File: src/rtl/branch_update_scheduler.sv
// -----------------------------------------------------------------------------
// branch_update_scheduler
//
// Collects committed-branch counter updates from a 2-wide commit stage into a
// small FIFO and replays them to the local predictor's single update port,
// one update per cycle, oldest first (slot 0 before slot 1 within a cycle).
//
// Optional build macro:
//   UPD_FWD_EN  - when defined, an issue whose PC matches the update issued in
//                 the immediately preceding cycle uses that update's saturated
//                 next value instead of its own (stale) snapshot.
//
// Parameters:
//   DEPTH  FIFO entries (power of two, >= 2)
//   PC_W   branch PC index width
//
// Ports:
//   clk, rstn                  clock, asynchronous active-low reset
//   cm0_* / cm1_*              commit slots (slot 1 is younger than slot 0)
//   cm_ready                   high when two or more entries are free
//   flush                      drop everything queued; stop the current pulse
//   CommitedBranchPC           issued update PC          (registered)
//   BranchTaken                issued direction          (registered)
//   BranchCounter              issued counter value      (registered)
//   CounterUpdate              one-cycle pulse per issued update (registered)
// -----------------------------------------------------------------------------
module branch_update_scheduler #(
  parameter int DEPTH = 4,
  parameter int PC_W  = 10
) (
  input  logic            clk,
  input  logic            rstn,
  input  logic            cm0_valid,
  input  logic [PC_W-1:0] cm0_pc,
  input  logic            cm0_taken,
  input  logic [1:0]      cm0_counter,
  input  logic            cm1_valid,
  input  logic [PC_W-1:0] cm1_pc,
  input  logic            cm1_taken,
  input  logic [1:0]      cm1_counter,
  output logic            cm_ready,
  input  logic            flush,
  output logic [PC_W-1:0] CommitedBranchPC,
  output logic            BranchTaken,
  output logic [1:0]      BranchCounter,
  output logic            CounterUpdate
);

  localparam int DEPTH_W = (DEPTH > 1) ? $clog2(DEPTH) : 1;
  localparam int CNT_W   = DEPTH_W + 1;
  // Largest occupancy that still leaves room for a full 2-wide commit.
  localparam logic [CNT_W-1:0] READY_MAX = CNT_W'(DEPTH - 2);

  // Saturating 2-bit counter step.
  function automatic logic [1:0] satNext(input logic [1:0] c, input logic t);
    logic [1:0] r;
    r = c;
    if (t) begin
      if (c != 2'd3) r = c + 2'd1;
    end else begin
      if (c != 2'd0) r = c - 2'd1;
    end
    return r;
  endfunction

  // ---------------------------------------------------------------------------
  // Queue storage and bookkeeping
  // ---------------------------------------------------------------------------
  logic [PC_W-1:0]    pcMem    [DEPTH];
  logic               takenMem [DEPTH];
  logic [1:0]         cntMem   [DEPTH];

  logic [DEPTH_W-1:0] wrPtrReg, wrPtrNext;
  logic [DEPTH_W-1:0] rdPtrReg, rdPtrNext;
  logic [CNT_W-1:0]   countReg, countNext;

  logic               enq0, enq1, deq;
  logic [DEPTH_W-1:0] addr0, addr1;

  logic [PC_W-1:0]    headPc;
  logic               headTaken;
  logic [1:0]         headCnt;
  logic [1:0]         issueCounter;

  assign cm_ready = (countReg <= READY_MAX);

  // Commits in a flush cycle are dropped along with the queue contents.
  assign enq0 = cm0_valid & cm_ready & ~flush;
  assign enq1 = cm1_valid & cm_ready & ~flush;
  // Decided from the registered count, so a same-cycle enqueue is never
  // dequeued before the next edge.
  assign deq  = (countReg != '0);

  // Slot 1 packs directly behind slot 0, or takes the tail slot itself when
  // slot 0 is empty.
  assign addr0 = wrPtrReg;
  assign addr1 = wrPtrReg + DEPTH_W'(enq0);

  assign headPc    = pcMem[rdPtrReg];
  assign headTaken = takenMem[rdPtrReg];
  assign headCnt   = cntMem[rdPtrReg];

  always_comb begin
    wrPtrNext = wrPtrReg + DEPTH_W'(enq0) + DEPTH_W'(enq1);
    rdPtrNext = rdPtrReg + DEPTH_W'(deq);
    countNext = countReg + CNT_W'(enq0) + CNT_W'(enq1) - CNT_W'(deq);
    if (flush) begin
      wrPtrNext = '0;
      rdPtrNext = '0;
      countNext = '0;
    end
  end

  always_ff @(posedge clk or negedge rstn) begin
    if (!rstn) begin
      wrPtrReg <= '0;
      rdPtrReg <= '0;
      countReg <= '0;
    end else begin
      wrPtrReg <= wrPtrNext;
      rdPtrReg <= rdPtrNext;
      countReg <= countNext;
    end
  end

  // Per-entry write. The two slot addresses never collide when both slots
  // enqueue, so each entry has at most one source per cycle.
  generate
    for (genvar gi = 0; gi < DEPTH; gi++) begin : gEntry
      logic hit0, hit1;
      assign hit0 = enq0 && (addr0 == DEPTH_W'(gi));
      assign hit1 = enq1 && (addr1 == DEPTH_W'(gi));
      always_ff @(posedge clk) begin
        if (hit1) begin
          pcMem[gi]    <= cm1_pc;
          takenMem[gi] <= cm1_taken;
          cntMem[gi]   <= cm1_counter;
        end else if (hit0) begin
          pcMem[gi]    <= cm0_pc;
          takenMem[gi] <= cm0_taken;
          cntMem[gi]   <= cm0_counter;
        end
      end
    end
  endgenerate

  // ---------------------------------------------------------------------------
  // Counter forwarding between back-to-back issues of the same PC
  // ---------------------------------------------------------------------------
`ifdef UPD_FWD_EN
  logic            fwdValidReg;
  logic [PC_W-1:0] fwdPcReg;
  logic [1:0]      fwdCntReg;

  // The predictor table has not absorbed the previous update when the next
  // one for the same PC was snapshotted, so the snapshot may be stale.
  assign issueCounter = (fwdValidReg && (fwdPcReg == headPc)) ? fwdCntReg : headCnt;

  always_ff @(posedge clk or negedge rstn) begin
    if (!rstn) begin
      fwdValidReg <= 1'b0;
      fwdPcReg    <= '0;
      fwdCntReg   <= '0;
    end else if (flush) begin
      fwdValidReg <= 1'b0;
    end else if (deq) begin
      fwdValidReg <= 1'b1;
      fwdPcReg    <= headPc;
      fwdCntReg   <= satNext(issueCounter, headTaken);
    end else begin
      // A gap cycle lets the table catch up, so the forward is no longer needed.
      fwdValidReg <= 1'b0;
    end
  end
`else
  assign issueCounter = headCnt;
`endif

  // ---------------------------------------------------------------------------
  // Issue registers
  // ---------------------------------------------------------------------------
  always_ff @(posedge clk or negedge rstn) begin
    if (!rstn) begin
      CommitedBranchPC <= '0;
      BranchTaken      <= 1'b0;
      BranchCounter    <= 2'd0;
      CounterUpdate    <= 1'b0;
    end else if (flush) begin
      // Only the pulse is squashed; the data outputs keep their last value.
      CounterUpdate <= 1'b0;
    end else if (deq) begin
      CommitedBranchPC <= headPc;
      BranchTaken      <= headTaken;
      BranchCounter    <= issueCounter;
      CounterUpdate    <= 1'b1;
    end else begin
      CounterUpdate <= 1'b0;
    end
  end

endmodule

File: config.mk
export PLATFORM = sky130hd
export DESIGN_NAME = branch_update_scheduler
export DESIGN_NICKNAME = d
export VERILOG_FILES = /design/src/rtl/branch_update_scheduler.sv
export SDC_FILE = /design/constraint.sdc
export NUM_CORES = 1
export LEC_CHECK = 0
export BUFFER_PORTS_ARGS = -buffer_cell sky130_fd_sc_hd__buf_4
export CAP_MARGIN = 20
export CORE_ASPECT_RATIO = 2
export CORE_MARGIN = 2
export CORE_UTILIZATION = 62
export CTS_CLUSTER_SIZE = 8
export DETAILED_ROUTE_END_ITERATION = 12
export GPL_TIMING_DRIVEN = 1
export PLACE_DENSITY = 0.95
export SLEW_MARGIN = 5
export SYNTH_ARGS = -nofsm -noshare
export SYNTH_HDL_FRONTEND = slang
export SYNTH_SLANG_ARGS = --single-unit
File: constraint.sdc
create_clock -name clk -period 7.1 [get_ports clk]
set_input_delay 0.71 -clock clk [delete_from_list [all_inputs] [get_ports clk]]
set_output_delay 0.71 -clock clk [all_outputs]
set_load 0.02 [all_outputs]
After elaboration in Yosys (flattened, before gate mapping)
Memory sizes are Yosys's and may differ from the RTL's. A register that Yosys moved wholly into a read port is not among the register bits.
Cells that the tools add are included.
Word-level totals
  output and inout port bits: 15
  input port bits: 31
  register bits: 8
  bits in read-only memories: 0
  memories kept: 3
  memory bits (writable): 52
  latch bits: 0
Memory list
  pcMem: depth 4, width 10, read ports 1, clocked after memory_dff 1, write ports 2, line 69  | logic [PC_W-1:0] pcMem [DEPTH];
  cntMem: depth 4, width 2, read ports 1, clocked after memory_dff 1, write ports 2, line 71  | logic [1:0] cntMem [DEPTH];
  takenMem: depth 4, width 1, read ports 1, clocked after memory_dff 1, write ports 2, line 70  | logic takenMem [DEPTH];
Cells by class
  add/sub/neg operators: 6
  $mul: 0
  equality and inequality tests: 6
  multiplexer cells: 55
  reductions and logical operators: 21
  bitwise operators: 17
  div/mod/pow operators: 0
  $lt $le $gt $ge: 1
  shift operators: 0
Operator list (number)
  $mux W10: 6
  $mux W1: 34
  $mux W2: 14
  $reduce_or A10 Y1: 2
  $or A1 B1 Y1: 12
  $eq A2 B2 Y1 const B: 4
  $logic_and A1 B1 Y1: 8
  $add A2 B1 Y2: 3
  $add A3 B1 Y3: 2
  $and A1 B1 Y1: 4
  $eq A2 B1 Y1 const B: 2
  $logic_not A2 Y1: 2
  $reduce_or A2 Y1: 2
  $le A3 B2 Y1 const B: 1
  $logic_not A1 Y1: 3
  $mux W3: 1
  $reduce_bool A3 Y1: 1
  $sub A3 B1 Y3: 1
  $reduce_and A2 Y1: 1
  $reduce_or A1 Y1: 2
  $not A1 Y1: 1

Logic depth before layout (Yosys ltp)
Gate-level depths: netlist of the first run.
  word-level depth: 11
  gate-level depth with buffers: 10

Worst setup path after synthesis of the first run
OpenSTA, ideal clock, no wires.
  kind: input -> register
  from: input port flush
  to: memory cntMem[1][0] (enable)
  arrival time: 3.012 ns
  required time: 6.696 ns
  library setup time: 0.404 ns
  buffers on the path: 1
  stages on the path: 9
  path slack: 3.684 ns
  cells stage by stage: clkbuf_1 inv_1 o211ai_2 inv_1 ha_1 and3b_1 a21o_1 nor2_1 a211oi_1
RTL lines
  start, declared: line 42  | input logic flush,
  end, declared: line 71

==> flow_summary.yaml, run 1 <==
outcome:
  status: "finished clean"
sta:
  slew_headroom_pct: 39.47
  worstMarginPinSlew_ns: 0.9079
  setup_ws_ns: 3.799
  fmax_mhz: 303.0
  hold_viol: 0
  final.setup.tns_ns: 0
  fin_crit_sh_pct: 46.49
  finalClockSkew_ns: 0.002753
  period_needed_ns: 3.301
  holdWs_ns: 0.2613
  slew_viol_final: 0
  rsz0062_at_grt: "false"
  setup_viol: 0
synthesis:
  synth_top_family_by_area: "multiplexers"
  synth-async-reset-ratio_pct: 28.77
  ys_seq_elements: 73
  synth-edff-count: 52
  synth.net_count: 256
  avgSynthCellArea_sq_um: 16.27
  ys_seq_area_share_pct: 58.84
  synth-simple-area-share_pct: 4.056
  synth_area_leaders: "edfxtp_1 (44%), mux2_2 (21%), dfrtp_1 (15%)"
  ys_types: 28
  syn-cell-area_sq_um: 3547
  yosysMostFrequentCell: "mux2_2"
  yosys_warnings: 0
  ys_top_cells_by_count: "mux2_2 (65), edfxtp_1 (52), dfrtp_1 (21)"
  synth_top_area_cell: "edfxtp_1"
  synthAdderAreaFrac_pct: 2.892
  synth_top_area_share_pct: 44.02
  muxShareOfSynthArea_pct: 28.89
  syn_inst: 218
  synth-compound-area-share_pct: 1.834
  synthXorXnorAreaFrac_pct: 0.9877
  synth_flop_cell: "edfxtp_1"
detailed_routing:
  routed_via_density: 6.269
  routedWlPerCell_microns: 21.18
  drtIter0Drc: 54
  first_pass_iters: 4
  wirelength_microns: 7158
  antenna_left: 0
  drc: 0
  vias: 2119
grt:
  grt_pass1_wl_microns: 11590
  grt_max_degree: 22
  grt_use_met2_pct: 41.74
  grt_busiest_layer: "met2"
  gr-usage-met1_pct: 29.35
  antenna_found_initial: 0
  grt_remaining_overflow: 0
  first_global_vias: 2254
  grt.met3_usage_pct: 7.468
  grt_usage_pct: 24.88
worst_setup_path:
  critPathMaxFanout: 7
  path_cells: "inv_1, ha_1, o211ai_2, inv_1, ha_1, nor3b_1, a21o_1, o21ai_0, nor2_1, buf_6"
  crit_slowest_cell: "nor2_1"
  rr_endpoint: "pcMem[0][5]$_DFFE_PP_"
  required_ns: 7.15
  r2r_start: "countReg[1]$_DFF_PN0_"
  critPathKind: "reg -> reg"
  cp.arrival_ns: 3.35
  rrSetupSlack_ns: 3.80
  reg2reg_depth: 10
  cp-start-kind: "flip-flop"
  crit_path_max_incr_delay_ns: 0.59
  end_kind: "flip-flop"
clock_tree:
  post_cts_resize_count: 0
  clockBufferDepth: 2
  cts_max_level: 3
  cts.clk_slew.worst_paths_ns: 0.05
  cts_tree: "yes"
  cts_hold_buffers: 0
  cts_num_sinks: 73
  post_cts_buffers: 0
  numCtsBuffers: 9
  insertion_delay_ns: 0.34
  cts_root_buf: "clkbuf_16"
power_and_ir_drop:
  vdd_drop_max_mv: 0.3064
  leakagePower_nw: 1.615
  pwr_density_cell_nw_per_um2: 376.8
placement:
  dpl.hpwl_microns: 4698
  io_buffers: 45
  dp.cells: 320
  dp_slack_ns: 3.666
  gp_congestion: 0.7321
final_layout:
  ff_latch_area_sq_um: 2087
  nFillCells: 316
  drive_gt1_share_pct: 54.51
  instances_no_fill: 338
  fin_nets: 310
  multiInputGateArea_sq_um: 1395
  n_antenna_cell: 0
  area_growth_pct: 20.81
die:
  core_area_sq_um: 5612
  row_count: 39
  die_h_microns: 111.0
  initial_core_util_pct: 63.21
  die_x_microns: 57.49
  ioPinCount: 46
  die-area_sq_um: 6379
worst_hold_path:
  min_path_type: "in -> async"
job:
  cap_violations: 0
## layer usage
metal  vias up  part of all wire [%]
li1        947                     -
met5         -                     0
met1      1077                    37
met2        79                    55
met3        16                   5.5
met4         0                   2.0
## power by group
part / internal [mW] / switching [mW] / total, mW
registers: 0.568 / 0.0806 / 0.649
clock network: 0.269 / 0.168 / 0.438
logic: 0.278 / 0.250 / 0.528
## area by class of cell
class / instances / area share, %
inverter: 8 / 0.7007
clock inverter: 6 / 1.372
sequential: 73 / 48.70
clock buffer: 10 / 5.343
timing repair buffer: 53 / 9.547
tap: 61 / 1.781
multi-input combinational: 127 / 32.55
## registers in the layout (all words and copies together) (netlist names)
signal / cells
CommitedBranchPC: 10
cntMem: 8
CounterUpdate: 1
BranchCounter: 2
rdPtrReg: 2
BranchTaken: 1
pcMem: 40
takenMem: 4
addr0: 2
countReg: 3
## per-stage QoR
stage	util, %	power [mW]	cell area [sq um]
2_1_floorplan	-	0.9910	3547
3_3_place_gp	70.64	1.142	3964
3_5_place_dp	70.84	1.180	3975
4_1_cts	75.96	1.624	4263
5_1_grt	76.37	1.694	4285
6_report	76.37	1.615	4285
## worst max-delay path: cells and delay by family, from the launching register on
kind	cells	cell delay [ns]
AOI/OAI and AO/OA	3	0.58
DFF	1	0.39
and+or+nand+nor	2	1.01
adders and majority gates	2	0.61
buffers and inverters	3	0.43
## cell usage in the layout (no fill, tap or decap), drive strengths merged, types with 2 or more instances in the layout
cell type	Yosys	layout
nor3b	2	2
xnor2	4	4
nor2	13	13
mux4	13	13
clkbuf	4	10
clkinv	0	3
clkinvlp	0	2
mux2	65	65
nand2	3	3
o21ai	3	3
dfrtp	21	21
a21o	2	2
fa	2	2
inv	8	8
a21oi	3	3
nor4	3	3
nor2b	2	2
ha	5	5
edfxtp	52	52
buf	6	53
## cell families (layout without fill, tap and decap cells)
logic type / count (synthesis) / count (layout)
fa+ha+maj: 7 / 7
xor+xnor: 4 / 4
flops: 73 / 73
buf+inv: 18 / 77
simple gates: 28 / 28
mux: 78 / 78
compound gates: 10 / 10
## worst max-delay path by stage
stage | cells past startpoint | slack, ns | startpoint | endpoint
after floorplan | 9 | 3.68 | flush | cntMem[1][0]$_DFFE_PP_
after CTS | 9 | 3.67 | countReg[1]$_DFF_PN0_ | pcMem[2][8]$_DFFE_PP_
after detailed placement | 9 | 3.67 | flush | pcMem[1][2]$_DFFE_PP_
final | 10 | 3.80 | countReg[1]$_DFF_PN0_ | pcMem[0][5]$_DFFE_PP_
after global placement | 9 | 3.77 | flush | pcMem[0][2]$_DFFE_PP_
after global routing | 10 | 3.59 | countReg[1]$_DFF_PN0_ | pcMem[0][6]$_DFFE_PP_
Note: power is estimated with default switching activity, not from simulation.
==> inputs of run 2 (changes only) <==
--- a/config.mk
+++ b/config.mk
@@ -9,11 +9,11 @@
 export CAP_MARGIN = 20
 export CORE_ASPECT_RATIO = 2
 export CORE_MARGIN = 2
-export CORE_UTILIZATION = 62
+export CORE_UTILIZATION = 57
 export CTS_CLUSTER_SIZE = 8
 export DETAILED_ROUTE_END_ITERATION = 12
 export GPL_TIMING_DRIVEN = 1
-export PLACE_DENSITY = 0.95
+export PLACE_DENSITY = 0.9
 export SLEW_MARGIN = 5
 export SYNTH_ARGS = -nofsm -noshare
 export SYNTH_HDL_FRONTEND = slang
==> constraint.sdc (replaced) <==
create_clock -name clk -period 3.4 [get_ports clk]
set_input_delay 0.34 -clock clk [delete_from_list [all_inputs] [get_ports clk]]
set_output_delay 0.34 -clock clk [all_outputs]
set_load 0.02 [all_outputs]
==> run 2 against run 1 <==
Compared with the run above: utilization is 5.5 points lower; die area is 8.3% higher; cell count is 1.2% higher; via count is 2.3% lower; power is 100% higher; cell area is 0.64% lower; fmax is 10% higher; clock power is 87% higher; largest power group unchanged.
==> flow_summary.yaml, run 2 (synthesized netlist as in run 1, its figures left out) <==
final_layout:
  final_common_cell: "mux2_2"
  ff_latch_area_sq_um: 2087
  area_growth_pct: 20.04
  fin_nets: 312
  mostFrequentLayoutCells: "mux2_2 (65), buf_4 (54), edfxtp_1 (52), dfrtp_1 (21)"
  reg_top3: "pcMem: 40 flops, CommitedBranchPC: 10 flops, cntMem: 8 flops"
  drive_gt1_share_pct: 52.69
  nFillCells: 420
  top_register: "pcMem"
  n_antenna_cell: 0
  largest_register_ffs: 40
  fin_area_sq_um: 4258
  multiInputGateArea_sq_um: 1395
grt:
  gr-usage-met1_pct: 27.56
  grt_remaining_overflow: 0
  grt_max_degree: 22
  first_global_vias: 2264
  grt_pass1_wl_microns: 11520
  grt_usage_pct: 24.07
  antenna_found_initial: 0
  grt.met3_usage_pct: 6.362
  grt_busiest_layer: "met2"
  grt_use_met2_pct: 40.65
power_and_ir_drop:
  p_total_mw: 3.280
  vdd_drop_max_mv: 0.4318
  pwr_density_cell_nw_per_um2: 770.3
  leakagePower_nw: 1.605
clock_tree:
  post_cts_resize_count: 0
  post_cts_buffers: 0
  cts_max_level: 3
  cts_root_buf: "clkbuf_16"
  clockBufferDepth: 2
  cts.clk_slew.worst_paths_ns: 0.05
  insertion_delay_ns: 0.33
  cts_num_sinks: 73
  cts_tree: "yes"
  numCtsBuffers: 9
  cts_hold_buffers: 1
die:
  die_h_microns: 115.6
  core_area_sq_um: 6006
  die_x_microns: 59.78
  ioPinCount: 46
  row_count: 40
  die-area_sq_um: 6908
  initial_core_util_pct: 59.06
sta:
  fin_crit_sh_pct: 88.15
  finalClockSkew_ns: 0.005960
  final.setup.tns_ns: 0
  slew_viol_final: 0
  worstMarginPinSlew_ns: 0.9392
  rsz0062_at_grt: "false"
  period_needed_ns: 2.997
  slew_headroom_pct: 37.39
  setup_viol: 0
  fmax_mhz: 333.7
  setup_ws_ns: 0.4031
  hold_viol: 0
placement:
  io_buffers: 45
  dp_slack_ns: 0.4149
  gp_congestion: 0.8036
  dpl.hpwl_microns: 4985
  place_area_sq_um: 3996
worst_setup_path:
  required_ns: 3.48
  cp.arrival_ns: 3.08
  cp-start-kind: "flip-flop"
  critPathMaxFanout: 13
  end_kind: "flip-flop"
  critPathKind: "reg -> reg"
detailed_routing:
  drc: 0
  routedWlPerCell_microns: 20.98
  first_pass_iters: 5
  drtIter0Drc: 86
  wirelength_microns: 7176
  vias: 2071
  antenna_left: 0
  routed_via_density: 6.056
worst_hold_path:
  min_path_type: "in -> reg"
job:
  cap_violations: 0
outcome:
  status: "finished clean"
## run 2: through the flow
stage	utilization, %	hold slack (ns)	std cells
floorplan	-	0.04441	218
global placement	66.54	0.2486	325
detailed placement	66.54	0.2501	325
CTS	70.90	0.2378	342
global route	70.90	0.2503	342
finish	70.90	0.2515	342
## run 2: critical path, cell delays in order, from the launching register on
cell	delay, ns
dfrtp_1	0.40
inv_1	0.09
ha_1	0.25
o211ai_2	0.34
inv_1	0.09
ha_1	0.36
nor3b_1	0.42
or4_1	0.18
buf_4	0.24
mux2_2	0.36
## run 2: per-layer routing
| metal | up-vias | wire, microns |
|---|---|---|
| met5 | - | 0 |
| met4 | 0 | 197 |
| met3 | 16 | 285 |
| met2 | 65 | 4052 |
| met1 | 1042 | 2640 |
| li1 | 948 | - |
## run 2: final timing paths
check / depth (start not counted) / slack (ns) / start / endpoint
hold / removal: 2 / 0.25 / flush / countReg[0]$_DFF_PN0_
hold reg to reg: 1 / 0.51 / CommitedBranchPC[7]$_DFFE_PN0P_ / CommitedBranchPC[7]$_DFFE_PN0P_
min in group asynchronous: 2 / 0.44 / rstn / BranchTaken$_DFFE_PN0P_
max in group asynchronous: 2 / 2.73 / rstn / CommitedBranchPC[5]$_DFFE_PN0P_
setup reg to reg: 9 / 0.40 / countReg[1]$_DFF_PN0_ / pcMem[2][2]$_DFFE_PP_
setup / recovery: 9 / 0.40 / countReg[1]$_DFF_PN0_ / pcMem[2][2]$_DFFE_PP_
## run 2: report_power, final
group          total, mW  internal [mW]  leakage (nW)  switching (mW)
clock              0.818          0.490         0.120           0.329
combinational       1.11          0.582         0.755           0.530
sequential          1.35           1.19         0.730           0.163
total               3.28           2.26          1.61            1.02
## run 2: layout make-up
class / instances / share of cell area, %
Tap cell: 63 / 1.851
Clock buffer: 14 / 5.730
Sequential cell: 73 / 49.02
Inverter: 8 / 0.7053
Multi-Input combinational cell: 127 / 32.77
Clock inverter: 2 / 0.1763
Timing Repair Buffer: 55 / 9.756
==> inputs of run 3 (changes only) <==
--- a/config.mk
+++ b/config.mk
@@ -14,6 +14,7 @@
 export DETAILED_ROUTE_END_ITERATION = 12
 export GPL_TIMING_DRIVEN = 1
 export PLACE_DENSITY = 0.9
+export REMOVE_ABC_BUFFERS = 1
 export SLEW_MARGIN = 5
 export SYNTH_ARGS = -nofsm -noshare
 export SYNTH_HDL_FRONTEND = slang
==> run 3 against run 2 <==
Compared with the run above: clock power up 17%; first-iteration DRC count down 14%; clock skew hardly changed; hold slack worse by 0.0054 ns; sequential share of layout area fell by 1.2 points; highest routed layer unchanged.
==> flow_summary.yaml, run 3 (synthesized netlist as in run 1, its figures left out) <==
outcome:
  status: "finished clean"
worst_setup_path:
  r2r_start: "countReg[1]$_DFF_PN0_"
  required_ns: 3.48
  rrSetupSlack_ns: 0.52
  critPathMaxFanout: 7
  crit_path_start: "countReg[1]$_DFF_PN0_"
  end_kind: "flip-flop"
  rr_endpoint: "pcMem[2][2]$_DFFE_PP_"
  cp-start-kind: "flip-flop"
  reg2reg_depth: 9
  critPathKind: "reg -> reg"
  cp.arrival_ns: 2.97
clock_tree:
  cts_tree: "yes"
  cts.clk_slew.worst_paths_ns: 0.06
  cts_root_buf: "clkbuf_16"
  cts_num_sinks: 73
  insertion_delay_ns: 0.33
  clockBufferDepth: 2
  post_cts_buffers: 0
  cts_max_level: 3
  numCtsBuffers: 9
sta:
  worstMarginPinSlew_ns: 0.9663
  slew_headroom_pct: 35.58
  setup_viol: 0
  finalClockSkew_ns: 0.006354
  fmax_mhz: 346.6
  slew_viol_final: 0
  hold_viol: 0
  period_needed_ns: 2.885
  rsz0062_at_grt: "false"
  fin_crit_sh_pct: 84.85
  holdWs_ns: 0.2461
detailed_routing:
  wirelength_microns: 7536
  vias: 2112
  antenna_left: 0
  routedWlPerCell_microns: 21.66
  drc: 0
  drtIter0Drc: 74
  first_pass_iters: 4
  routed_via_density: 6.069
grt:
  grt_pass1_wl_microns: 11870
  grt_max_degree: 22
  antenna_found_initial: 0
  grt_usage_pct: 24.33
  grt_remaining_overflow: 0
  first_global_vias: 2335
worst_hold_path:
  holdPathStages: 2
  whs_endpoint: "countReg[2]$_DFF_PN0_"
  hold_start: "flush"
  min_path_type: "in -> reg"
placement:
  place_area_sq_um: 4049
  gp_congestion: 0.8879
  io_buffers: 45
  dpl.hpwl_microns: 5311
  dp.cells: 332
final_layout:
  instances_no_fill: 348
  reg_top3: "pcMem: 40 flops, CommitedBranchPC: 10 flops, cntMem: 8 flops"
  final_common_cell: "mux2_2"
  n_antenna_cell: 0
  top_register: "pcMem"
  fin_nets: 319
  drive_gt1_share_pct: 55.79
  mostFrequentLayoutCells: "mux2_2 (65), buf_4 (61), edfxtp_1 (52), dfrtp_1 (21)"
  fin_area_sq_um: 4367
  area_growth_pct: 23.10
  largest_register_ffs: 40
job:
  cap_violations: 0
power_and_ir_drop:
  pwr_density_cell_nw_per_um2: 785.2
  vdd_drop_max_mv: 0.4450
  leakagePower_nw: 1.670
die:
  die_h_microns: 115.6
  die-area_sq_um: 6908
  core_area_sq_um: 6006
  ioPinCount: 46
  die_x_microns: 59.78
  initial_core_util_pct: 59.06
  row_count: 40
run 3: critical path: stages (launching register included):
cell,delay (ns)
dfrtp_1,0.38
inv_1,0.09
ha_1,0.24
o211ai_2,0.35
inv_1,0.08
ha_1,0.36
nor3b_1,0.37
or4_1,0.22
buf_4,0.19
mux2_2,0.35
run 3: per-layer routing:
metal / vias up / track usage, % / share of wire, %
met1: 1059 / 25.52 / 34
met2: 73 / 43.33 / 59
met5: - / 0 / 0
met4: 0 / 12.30 / 2.8
met3: 18 / 5.804 / 4.0
li1: 962 / - / -
run 3: final cells by class:
class	instances	area, sq um
well taps	63	78.83
flip-flops and latches	73	2087
clock buffers	13	270.3
fillers	380	1639
clock inverters	2	37.54
repair buffers	62	467.9
inverters	8	30.03
multi-input cells	127	1395
run 3: what timing repair did:
item,in CTS,in global routing
gates resized for setup,0,0
hold buffers,1,0
hold endpoints to repair,21,0
run 3: worst max path at each step:
stage          cells after the start                endpoint  slack (ns)
2_1_floorplan                      8  cntMem[1][0]$_DFFE_PP_       -0.06
3_3_place_gp                       9   pcMem[2][2]$_DFFE_PP_        0.69
3_5_place_dp                       9   pcMem[2][8]$_DFFE_PP_        0.58
4_1_cts                            9   pcMem[3][5]$_DFFE_PP_        0.54
5_1_grt                            9   pcMem[2][6]$_DFFE_PP_        0.31
6_report                           9   pcMem[2][2]$_DFFE_PP_        0.52
run 3: stage by stage:
step / setup WS (ns) / TNS, ns / power [mW] / utilization, %
after floorplan: -0.06417 / -1.668 / 2.052 / -
after global placement: 0.6906 / 0 / 2.442 / 67.42
after detailed placement: 0.5829 / 0 / 2.491 / 67.42
after CTS: 0.5363 / 0 / 3.452 / 72.71
after global routing: 0.3085 / 0 / 3.602 / 72.71
final: 0.5152 / 0 / 3.429 / 72.71
run 3: where the power goes:
group          internal (mW)  switching [mW]  total, mW  leakage [nW]
clock                  0.624           0.335      0.959         0.148
sequential              1.19           0.170       1.36         0.730
combinational          0.592           0.522       1.11         0.792
total                   2.40            1.03       3.43          1.67
